## src/rtl/aeolus_multicycle_sequencer.sv

```systemverilog
// Multi-cycle instruction sequencer for the Aeolus 4-bit CPU.
// Owns PC and IR, steps FETCH/DECODE/EXECUTE/WRITEBACK and issues per-phase strobes.
module aeolus_multicycle_sequencer #(
    parameter int unsigned PC_WIDTH  = 4,
    parameter int unsigned OP_WIDTH  = 4,
    parameter int unsigned CNT_WIDTH = 8
) (
    input  logic                         clk,
    input  logic                         reset,
    input  logic                         run,
    input  logic                         step,
    input  logic [OP_WIDTH-1:0]          romData,
    input  logic                         condFlag,
    output logic [PC_WIDTH-1:0]          romAddr,
    output logic [OP_WIDTH-1:0]          opcode,
    output logic [(1 << OP_WIDTH)-1:0]   execEn,
    output logic                         accLoad,
    output logic                         busy,
    output logic [1:0]                   state,
    output logic [CNT_WIDTH-1:0]         retired
);

    localparam int unsigned EXEC_WIDTH = 1 << OP_WIDTH;

    typedef enum logic [2:0] {
        S_IDLE,
        S_FETCH,
        S_DECODE,
        S_EXECUTE,
        S_WRITEBACK
    } seq_state_e;

    seq_state_e             state_q, state_next;
    logic [PC_WIDTH-1:0]    pc_q, pc_next;
    logic [OP_WIDTH-1:0]    ir_q, ir_next;
    logic [CNT_WIDTH-1:0]   retired_q, retired_next;
    logic                   step_q;
    logic                   step_rise;
    logic [EXEC_WIDTH-1:0]  exec_en_next;
    logic                   acc_load_next;
    logic                   busy_next;
    logic [1:0]             state_dbg_next;

    // Opcodes whose result lands in the accumulator.
    function automatic logic is_alu(input logic [OP_WIDTH-1:0] op);
        return (op == OP_WIDTH'(3)) || (op == OP_WIDTH'(4)) ||
               (op == OP_WIDTH'(5)) || (op == OP_WIDTH'(6)) ||
               (op >= OP_WIDTH'(10));
    endfunction

    function automatic logic is_skip(input logic [OP_WIDTH-1:0] op);
        return (op == OP_WIDTH'(8)) || (op == OP_WIDTH'(9));
    endfunction

    assign step_rise = step & ~step_q;

    always_ff @(posedge clk or posedge reset) begin
        if (reset) begin
            state_q   <= S_IDLE;
            pc_q      <= '0;
            ir_q      <= '0;
            retired_q <= '0;
            step_q    <= 1'b0;
            execEn    <= '0;
            accLoad   <= 1'b0;
            busy      <= 1'b0;
            state     <= 2'd0;
        end else begin
            state_q   <= state_next;
            pc_q      <= pc_next;
            ir_q      <= ir_next;
            retired_q <= retired_next;
            step_q    <= step;
            execEn    <= exec_en_next;
            accLoad   <= acc_load_next;
            busy      <= busy_next;
            state     <= state_dbg_next;
        end
    end

    always_comb begin
        state_next     = state_q;
        pc_next        = pc_q;
        ir_next        = ir_q;
        retired_next   = retired_q;
        exec_en_next   = '0;
        acc_load_next  = 1'b0;
        busy_next      = 1'b0;
        state_dbg_next = 2'd0;

        unique case (state_q)
            S_IDLE: begin
                if (run || step_rise) begin
                    state_next = S_FETCH;
                end
            end
            S_FETCH: begin
                state_next = S_DECODE;
            end
            S_DECODE: begin
                ir_next    = romData;
                pc_next    = pc_q + PC_WIDTH'(1);
                state_next = S_EXECUTE;
            end
            S_EXECUTE: begin
                if (is_skip(ir_q) && condFlag) begin
                    pc_next = pc_q + PC_WIDTH'(1);
                end
                state_next = S_WRITEBACK;
            end
            S_WRITEBACK: begin
                retired_next = retired_q + CNT_WIDTH'(1);
                state_next   = run ? S_FETCH : S_IDLE;
            end
            default: begin
                state_next = S_IDLE;
            end
        endcase

        // Strobes are registered one phase ahead so they align with the state they belong to.
        if (state_next == S_EXECUTE) begin
            exec_en_next = EXEC_WIDTH'(1) << ir_next;
        end
        acc_load_next = (state_next == S_WRITEBACK) && is_alu(ir_next);
        busy_next     = (state_next != S_IDLE);

        unique case (state_next)
            S_IDLE:   state_dbg_next = 2'd0;
            S_FETCH:  state_dbg_next = 2'd1;
            S_DECODE: state_dbg_next = 2'd2;
            default:  state_dbg_next = 2'd3;
        endcase
    end

    assign romAddr = pc_q;
    assign opcode  = ir_q;
    assign retired = retired_q;

endmodule

```

## config.mk

```make
export PLATFORM = sky130hd
export DESIGN_NAME = aeolus_multicycle_sequencer
export DESIGN_NICKNAME = d
export VERILOG_FILES = /design/src/rtl/aeolus_multicycle_sequencer.sv
export SDC_FILE = /design/constraint.sdc
export NUM_CORES = 1
export LEC_CHECK = 0
export CAP_MARGIN = 20
export CORE_UTILIZATION = 52
export CTS_BUF_LIST = sky130_fd_sc_hd__clkbuf_8
export CTS_CLUSTER_SIZE = 20
export DETAILED_ROUTE_END_ITERATION = 10
export PLACE_DENSITY_LB_ADDON = 0.12
export SLEW_MARGIN = 20
export SYNTH_ARGS = -nofsm -noshare
export SYNTH_HDL_FRONTEND = slang
export SYNTH_SLANG_ARGS = --single-unit
```

## constraint.sdc

```tcl
create_clock -name clk -period 3.5 [get_ports clk]
set_input_delay 0.7 -clock clk [delete_from_list [all_inputs] [get_ports clk]]
set_output_delay 0.7 -clock clk [all_outputs]
set_load 0.02 [all_outputs]
```

Word level (Yosys, flattened, before mapping)

Cells that the tools add are included.

Register bits: 40
Input port bits: 9
Output and inout bits: 36
Logic and storage cells: 51

Add/sub/neg operators: 2
Order comparisons: 1
Equality and inequality tests: 15
Shift-type cells: 1
Mux-type cells: 8
Bitwise logic cells: 2
Reductions and logical operators: 13

Operators by type and width:

| operator                                                 | count |
|---|---|
| two-way mux 16 bit                                       | 1 |
| left shift 1 x 4 -> 16 bit, first input constant         | 1 |
| one-hot mux 3 bit (5 select lines)                       | 1 |
| == test 3 x 2 -> 1 bit, second input constant            | 4 |
| == test 4 x 3 -> 1 bit, second input constant            | 3 |
| adder 8 x 1 -> 8 bit, second input constant              | 1 |
| == test 4 bit, second input constant                     | 2 |
| two-way mux 4 bit                                        | 2 |
| one-hot mux 4 bit (2 select lines)                       | 1 |
| == test 3 x 1 -> 1 bit, second input constant            | 2 |
| == test 3 bit, second input constant                     | 2 |
| logical NOT 3 bit                                        | 2 |
| logical OR 1 bit                                         | 6 |
| one-hot mux 2 bit (3 select lines)                       | 1 |
| adder 4 x 1 -> 4 bit, second input constant              | 1 |
| == test 4 x 2 -> 1 bit, second input constant            | 1 |
| greater-or-equal comparator 4 bit, second input constant | 1 |
| two-way mux 3 bit                                        | 1 |
| nonzero test 3 bit                                       | 1 |
| logical AND 1 bit                                        | 2 |
| != test 2 bit, second input constant                     | 1 |
| AND reduction 2 bit                                      | 1 |
| nonzero test 2 bit                                       | 1 |
| AND 1 bit                                                | 1 |
| other kinds (2)                                          | 2 |

Longest topological paths before layout

Gate-level depths: netlist of the first run.

Depth after elaboration: 8
Gate-level depth with buffers: 5
Gate-level depth less buffers: 3

Worst setup path before layout of the first run

No wires, ideal clock.

Path type: input port to flip-flop
Start: input condFlag
End: register pc_q[1] (netlist: romAddr[1])
Setup time: 0.125 ns
Arrival time: 1.531 ns
Setup slack: 1.844 ns
Stages on the path: 3
Path through: nor4bb_1 > o21a_1 > mux2_2

Word-level cells in the longest chain between the ends: 3

Ends and longest elaborated chain:

| what                                 | line | source |
|---|---|---|
| start, declared                      | 13   | `input logic condFlag,` |
| logical AND 1 bit                    | 106  | `if (is_skip(ir_q) && condFlag) begin` |
| != test 2 bit (no source line)       | n/a  |  |
| AND reduction 2 bit (no source line) | n/a  |  |
| end signal, assigned                 | 70   | `pc_q <= pc_next;` |
| end, declared                        | 34   | `logic [PC_WIDTH-1:0] pc_q, pc_next;` |

Every way passes these cells.
A chain may end at the register's enable or synchronous reset.

Worst setup path after layout of the first run

Start: register retired_q[3] (netlist: retired[3])
End: output retired[3]

RTL lines:

| what                   | line | source |
|---|---|---|
| start, declared        | 36   | `logic [CNT_WIDTH-1:0] retired_q, retired_next;` |
| start signal, assigned | 72   | `retired_q <= retired_next;` |
| end, declared          | 20   | `output logic [CNT_WIDTH-1:0] retired` |

No word-level cell between the ends.

==> results of run 1 <==
==> where the power goes <==
part	internal, mW	total, mW	switching (mW)
clock network	0.155	0.299	0.144
logic	0.321	0.623	0.302
registers	0.578	0.698	0.119
==> cell usage in the layout, fill, tap and decap left out, drive strengths merged, types with 2 or more instances in the layout <==
cell / instances
clkdlybuf4s50: 44
dfrtp: 40
nor2: 16
nand2: 7
xnor2: 7
nor3: 7
mux2: 6
clkbuf: 6
inv: 5
o21ai: 5
xor2: 4
nand2b: 3
nand4: 3
nor2b: 2
a21oi: 2
nand3: 2
nand3b: 2
or3b: 2
and3: 2
o211ai: 2
ha: 2
nor3b: 2
==> synth_stat cells <==
cell,n
sky130_fd_sc_hd__nor3_2,1
sky130_fd_sc_hd__nor3b_1,1
sky130_fd_sc_hd__dfrtp_1,40
sky130_fd_sc_hd__ha_1,2
sky130_fd_sc_hd__o311a_1,1
sky130_fd_sc_hd__xnor2_1,7
sky130_fd_sc_hd__nor2b_1,2
sky130_fd_sc_hd__buf_6,2
sky130_fd_sc_hd__o21ai_0,5
sky130_fd_sc_hd__nor4bb_1,1
sky130_fd_sc_hd__and2_1,1
sky130_fd_sc_hd__buf_4,1
sky130_fd_sc_hd__nor3_1,6
sky130_fd_sc_hd__xor2_1,4
sky130_fd_sc_hd__nand2b_1,3
sky130_fd_sc_hd__buf_1,1
sky130_fd_sc_hd__or3b_4,2
sky130_fd_sc_hd__o21bai_1,1
sky130_fd_sc_hd__nor3b_2,1
sky130_fd_sc_hd__nand3b_1,2
sky130_fd_sc_hd__mux2_2,6
sky130_fd_sc_hd__nand4_1,3
sky130_fd_sc_hd__nand3_1,2
sky130_fd_sc_hd__a21oi_1,2
sky130_fd_sc_hd__o211ai_1,2
sky130_fd_sc_hd__nand2_1,7
sky130_fd_sc_hd__and3_1,2
sky130_fd_sc_hd__inv_1,3
sky130_fd_sc_hd__o21a_1,1
sky130_fd_sc_hd__nor2_1,16
==> registers in the layout, indices dropped and copies added (netlist names) <==
register / count
retired: 8
romAddr: 4
execEn: 16
state: 2
state_q: 3
busy: 1
opcode: 4
step_q: 1
accLoad: 1
==> kinds of logic (layout without fill, tap and decap cells) <==
logic type	count (synthesis)	count (layout)	synth area share
DFF	40	40	0.632
muxes	6	6	0.0427
adders and majority gates	2	2	0.0158
and+or+nand+nor	50	50	0.172
AOI/OAI and AO/OA	12	12	0.0474
xor gates and xnor gates	11	11	0.0609
buffers and inverters	7	56	0.0285
==> how the worst max path moves through the flow <==
stage / from / slack, ps / endpoint / depth (start not counted)
finish: retired[3] / 1440 / retired[3] / 1
global route: retired[3] / 1400 / retired[3] / 1
CTS: retired[3] / 1430 / retired[3] / 1
detailed placement: condFlag / 1260 / romAddr[1] / 4
global placement: condFlag / 1330 / romAddr[1] / 4
floorplan: condFlag / 1840 / romAddr[1] / 3
==> cell type report <==
class,count,share of cell area
flip-flops and latches,40,0.471
repair buffers,45,0.211
clock inverters,2,0.00353
clock buffers,6,0.0388
inverters,3,0.00530
multi-input cells,81,0.253
well taps,31,0.0182
==> metal layers <==
layer | wire length, µm | share of wire
met1 | 1310 | 0.46
met3 | 113 | 0.040
met4 | 57 | 0.020
met2 | 1370 | 0.48
met5 | 0 | 0
==> per-stage QoR <==
stage / power, mW / worst slack (ps) / hold slack (ps)
4_1_cts: 1.64 / 1430 / 479
3_5_place_dp: 1.33 / 1260 / 469
3_3_place_gp: 1.31 / 1330 / 455
6_report: 1.62 / 1440 / 466
5_1_grt: 1.72 / 1400 / 485
2_1_floorplan: 1.10 / 1840 / 522
==> summary.md, run 1 <==
| Metric | Value |
|---|---|
| Number of cells on the worst hold path | `1` |
| Path class of the lowest-slack min-delay path | `flip-flop to flip-flop` |
| Top area cells in the synthesized netlist | `sky130_fd_sc_hd__dfrtp_1 (63%), sky130_fd_sc_hd__mux2_2 (4.3%), sky130_fd_sc_hd__xnor2_1 (3.9%)` |
| Mapped Area | `1580 µm²` |
| Net count after synthesis | `139` |
| Remaining Overflow, GRT | `0` |
| Utilization after layout | `0.751` |
| Met2 Track Usage GR | `0.306` |
| Number of antenna violations at the first check in global routing | `0` |
| Kind of capture point of the worst setup path | `primary output` |
| Avg Inst Size Synth | `12.4 µm²` |
| Total of endpoints with negative setup slack in the final report | `0` |
| Total placed cells including tap cells | `200` |
| Kind of critical path | `flip-flop to primary output` |
| Worst path cell trace | `clkdlybuf4s50_1` |
| CTS tree | `yes` |
| # IOs | `45` |
| CTS buffer count | `5` |
| First-pass GRT wire length | `4690 µm` |
| R2R cell count | `3` |
| Number of storage elements in the synthesis netlist | `40` |
| Clk Latency, worst-skew pair | `280 ps` |
| Total area of multi-input combinational cells | `537 µm²` |
| Aggregate routed wire length | `2850 µm` |
| Starting density of the core | `0.559` |
| Diode insertion count for antenna repair | `0` |
| Worst flop-to-flop path endpoint | `accLoad` |
| Failing checks | `design-rule violations` |
| Largest net degree at the start of global routing | `24` |
| Final worst path period share | `0.588` |
| Run status | `finished with violations` |
| Max-cap violations | `0` |
| Layer with the highest usage | `met2` |
| Count of buffers added by post-CTS timing repair for setup | `0` |
| Post_cts resized | `0` |
| Transition time of the tightest slew-check pin | `807 ps` |
| Count of mapped cells out of synthesis | `128` |
| Aggregate negative setup slack | `0 ps` |
| Type of origin of the critical path | `flip-flop` |
| Setup slack of the worst register-to-register path | `1620 ps` |
| Routability congestion estimate | `0.816` |
| Critical-path top delay cell | `sky130_fd_sc_hd__clkdlybuf4s50_1` |
| Area of the core | `2830 µm²` |
| CTS clk-pin slew, worst paths | `70 ps` |
| Largest area contributor in the synthesized netlist | `sky130_fd_sc_hd__dfrtp_1` |
| Clock tree sinks | `40` |
| GRT Resource Usage Total | `0.196` |
| R2R Path Start | `state_q[1]` |
| Critical Path Max Stage Delay | `640 ps` |
| Fmax | `486 MHz` |
| Area grow syn2layout | `34.3%` |
| Endpoint arrival time on the critical path | `1360 ps` |
| Via total after detailed routing | `1114` |
| Storage cell area | `1000 µm²` |
| Data required time of the critical path | `2800 ps` |
| Post-route cell area | `2130 µm²` |
| Hold violation count in the final report | `0` |
| Buffers and inverters on the worst path | `1` |
| # nets final | `187` |
| Number of vias per cell | `5.36` |
| Final worst clock skew | `5.80 ps` |
| Placed Instance Area | `2040 µm²` |
| First drt pass iteration count | `7` |
| Count of buffers inserted at the top-level ports | `44` |
| DRC marker count from the first detailed-route iteration | `37` |
| Site Rows | `19` |
| Met1 Track Usage GR | `0.255` |
| RSZ-0062 raised after global routing | `no` |
| Number of H-tree branching levels | `2` |
| Worst rel slew slack | `0.461` |
| Global routing met3 resource utilization | `0.0476` |
| Fill cell count | `211` |
| Top-area cell type share of the netlist area | `0.632` |
| Yosys warning total | `0` |
| Power density relative to cell area | `762 nW/µm²` |
| Final Critical Period | `2060 ps` |
| CTS max path bufs | `2` |
| Highest ir drop seen on vdd | `563 µV` |
| Synth unique cells | `30` |
| Die W | `57.2 µm` |
| Remaining DRCs | `2` |
| Routed wire length per instance | `13.7 µm` |
| Cell leakage power | `0.940 nW` |
| Hold buffers post-CTS | `0` |
| Launch point of the worst hold path | `retired[7]` |
| Family with the most delay on the worst path | `buffers and inverters` |
| Clock tree root driver cell | `sky130_fd_sc_hd__clkbuf_8` |
| Final-report max-slew violation count | `0` |
| Vertical extent of the die | `57.2 µm` |
| Hold path endpoint | `retired[7]` |
| Proportion of layout cells with a drive suffix above 1 | `0.0960` |
| Count of placed standard cells in the final layout, fillers left out | `208` |
| Vias in the first global route | `1059` |
| Proportion of synthesized chip area in sequential cells | `0.632` |
| Crit Path Max Fanout | `6` |
| Detailed placer's ending HPWL | `2110 µm` |
| ANT nets after route | `0` |
| Die area | `3270 µm²` |
Note: power is estimated with default switching activity, not from simulation.
==> run 2, diff against run 1 <==
--- a/config.mk
+++ b/config.mk
@@ -6,7 +6,7 @@
 export NUM_CORES = 1
 export LEC_CHECK = 0
 export CAP_MARGIN = 20
-export CORE_UTILIZATION = 52
+export CORE_UTILIZATION = 49
 export CTS_BUF_LIST = sky130_fd_sc_hd__clkbuf_8
 export CTS_CLUSTER_SIZE = 20
 export DETAILED_ROUTE_END_ITERATION = 10
==> constraint.sdc (replaced) <==
create_clock -name clk -period 2 [get_ports clk]
set_input_delay 0.4 -clock clk [delete_from_list [all_inputs] [get_ports clk]]
set_output_delay 0.4 -clock clk [all_outputs]
set_load 0.02 [all_outputs]
==> summary.md, run 2 (synthesized netlist as in run 1, its figures left out) <==
| Metric | Value |
|---|---|
| Site Rows | `20` |
| Power density relative to cell area | `1320 nW/µm²` |
| Endpoint arrival time on the critical path | `1360 ps` |
| Area grow syn2layout | `36.0%` |
| Clock tree sinks | `40` |
| Max-cap violations | `0` |
| GRT Resource Usage Total | `0.196` |
| CTS buffer count | `5` |
| R2R Path Start | `state_q[1]` |
| Commonest non-fill, non-tap cell in the layout | `sky130_fd_sc_hd__clkdlybuf4s50_1` |
| Storage cell area | `1000 µm²` |
| Kind of capture point of the worst setup path | `primary output` |
| Fmax | `567 MHz` |
| Family with the most delay on the worst path | `buffers and inverters` |
| Critical Path Max Stage Delay | `640 ps` |
| First drt pass iteration count | `5` |
| Remaining Overflow, GRT | `0` |
| # IOs | `45` |
| Worst slack at placement | `210 ps` |
| Buffers and inverters on the worst path | `1` |
| Aggregate negative setup slack | `0 ps` |
| Remaining DRCs | `0` |
| CTS tree | `yes` |
| Data required time of the critical path | `1600 ps` |
| Total placed cells including tap cells | `216` |
| Top library cells by usage in the layout, fill and taps aside | `sky130_fd_sc_hd__clkdlybuf4s50_1 (44), sky130_fd_sc_hd__dfrtp_1 (40), sky130_fd_sc_hd__nor2_1 (16), sky130_fd_sc_hd__nand2_1 (7), sky130_fd_sc_hd__xnor2_1 (7)` |
| Switching portion of total power | `0.357` |
| Count of placed standard cells in the final layout, fillers left out | `223` |
| First-pass GRT wire length | `4860 µm` |
| Number of vias per cell | `5.09` |
| Post_cts resized | `0` |
| Area of the core | `3050 µm²` |
| Hold violation count in the final report | `0` |
| Die W | `58.8 µm` |
| Worst rel slew slack | `0.650` |
| Routability congestion estimate | `0.842` |
| ANT nets after route | `0` |
| Combinational Power Share | `0.395` |
| Critical Path Start | `retired[2]` |
| Total area of multi-input combinational cells | `537 µm²` |
| Post-route total power | `2.83 mW` |
| Net switching power | `1.01 mW` |
| Clock tree root driver cell | `sky130_fd_sc_hd__clkbuf_8` |
| Count of buffers inserted at the top-level ports | `44` |
| Number of antenna violations at the first check in global routing | `0` |
| Via total after detailed routing | `1136` |
| Final-report max-slew violation count | `0` |
| Clk Latency, worst-skew pair | `290 ps` |
| Number of H-tree branching levels | `2` |
| Launch point of the worst hold path | `romAddr[3]` |
| Transition time of the tightest slew-check pin | `523 ps` |
| Vias in the first global route | `1051` |
| Crit Path Max Fanout | `5` |
| Path class of the lowest-slack min-delay path | `flip-flop to flip-flop` |
| Kind of critical path | `flip-flop to primary output` |
| Internal power component | `1.82 mW` |
| Detailed placer's ending HPWL | `2170 µm` |
| CTS clk-pin slew, worst paths | `70 ps` |
| Cell leakage power | `0.947 nW` |
| Utilization after layout | `0.705` |
| Post-route worst setup slack | `236 ps` |
| Proportion of layout cells with a drive suffix above 1 | `0.112` |
| Largest net degree at the start of global routing | `41` |
| Worst path cell trace | `clkdlybuf4s50_1` |
| Aggregate routed wire length | `3020 µm` |
| Die area | `3460 µm²` |
| Run status | `finished clean` |
| Final worst clock skew | `7.39 ps` |
| Final worst path period share | `0.882` |
| Critical-path top delay cell | `sky130_fd_sc_hd__clkdlybuf4s50_1` |
| Fill cell count | `245` |
| Clock share of power | `0.172` |
| Largest register FFs | `16` |
| RSZ-0062 raised after global routing | `no` |
| Starting density of the core | `0.518` |
| Part of the power in registers | `0.433` |
| Count of buffers added by post-CTS timing repair for setup | `0` |
| Diode insertion count for antenna repair | `0` |
| Vertical extent of the die | `58.8 µm` |
| DRC marker count from the first detailed-route iteration | `41` |
| Final Critical Period | `1760 ps` |
| Total of endpoints with negative setup slack in the final report | `0` |
| Most flop-heavy register | `execEn` |
| Type of origin of the critical path | `flip-flop` |
| Routed wire length per instance | `13.5 µm` |
| Hold buffers post-CTS | `0` |
| CTS max path bufs | `2` |
| # nets final | `190` |
| Highest ir drop seen on vdd | `755 µV` |
[run 2: cell types whose count changed in the layout (fill, tap and decap cells not counted), sizes merged]
cell,previous run,this run
inv,5,4
buf,1,4
clkbuf,6,5
clkinv,0,1
[run 2: layout make-up]
cell class                 instances  area share
timing repair buffer              48       0.219
clock inverter                     2     0.00407
sequential                        40       0.465
clock buffer                       5      0.0320
multi-input combinational         81       0.249
tap                               44      0.0256
inverter                           3     0.00523
[run 2: layer usage]
metal | share of wire | vias up | global-route usage | wire length (µm)
li1 | - | 533 | - | -
met1 | 0.44 | 551 | 0.244 | 1320
met2 | 0.48 | 43 | 0.302 | 1440
met3 | 0.055 | 9 | 0.0637 | 166
met4 | 0.029 | 0 | 0.112 | 88
met5 | 0 | - | 0 | 0
[run 2: through the flow]
| step | hold WS [ps] | cell area (µm²) |
|---|---|---|
| 2_1_floorplan | 431 | 1580 |
| 3_3_place_gp | 458 | 2070 |
| 3_5_place_dp | 476 | 2070 |
| 4_1_cts | 476 | 2150 |
| 5_1_grt | 506 | 2150 |
| 6_report | 473 | 2150 |
[run 2: path summary, 6_finish.rpt]
| check | end | depth (start not counted) | slack [ps] |
|---|---|---|---|
| worst max-delay path | retired[2] | 1 | 240 |
| worst min-delay path | romAddr[3] | 1 | 470 |
| worst max register to register | execEn[1] | 4 | 400 |
| worst min register to register | romAddr[3] | 1 | 470 |
| max in group asynchronous | execEn[7] | 3 | 1120 |
| min in group asynchronous | busy | 3 | 530 |
[run 2: power by group through the flow]
stage	logic [mW]	registers (mW)	clock network, mW
2_1_floorplan	0.544	1.38	0
3_3_place_gp	1.09	1.23	0
3_5_place_dp	1.12	1.24	0
4_1_cts	1.13	1.23	0.496
5_1_grt	1.21	1.26	0.534
6_report	1.12	1.23	0.488
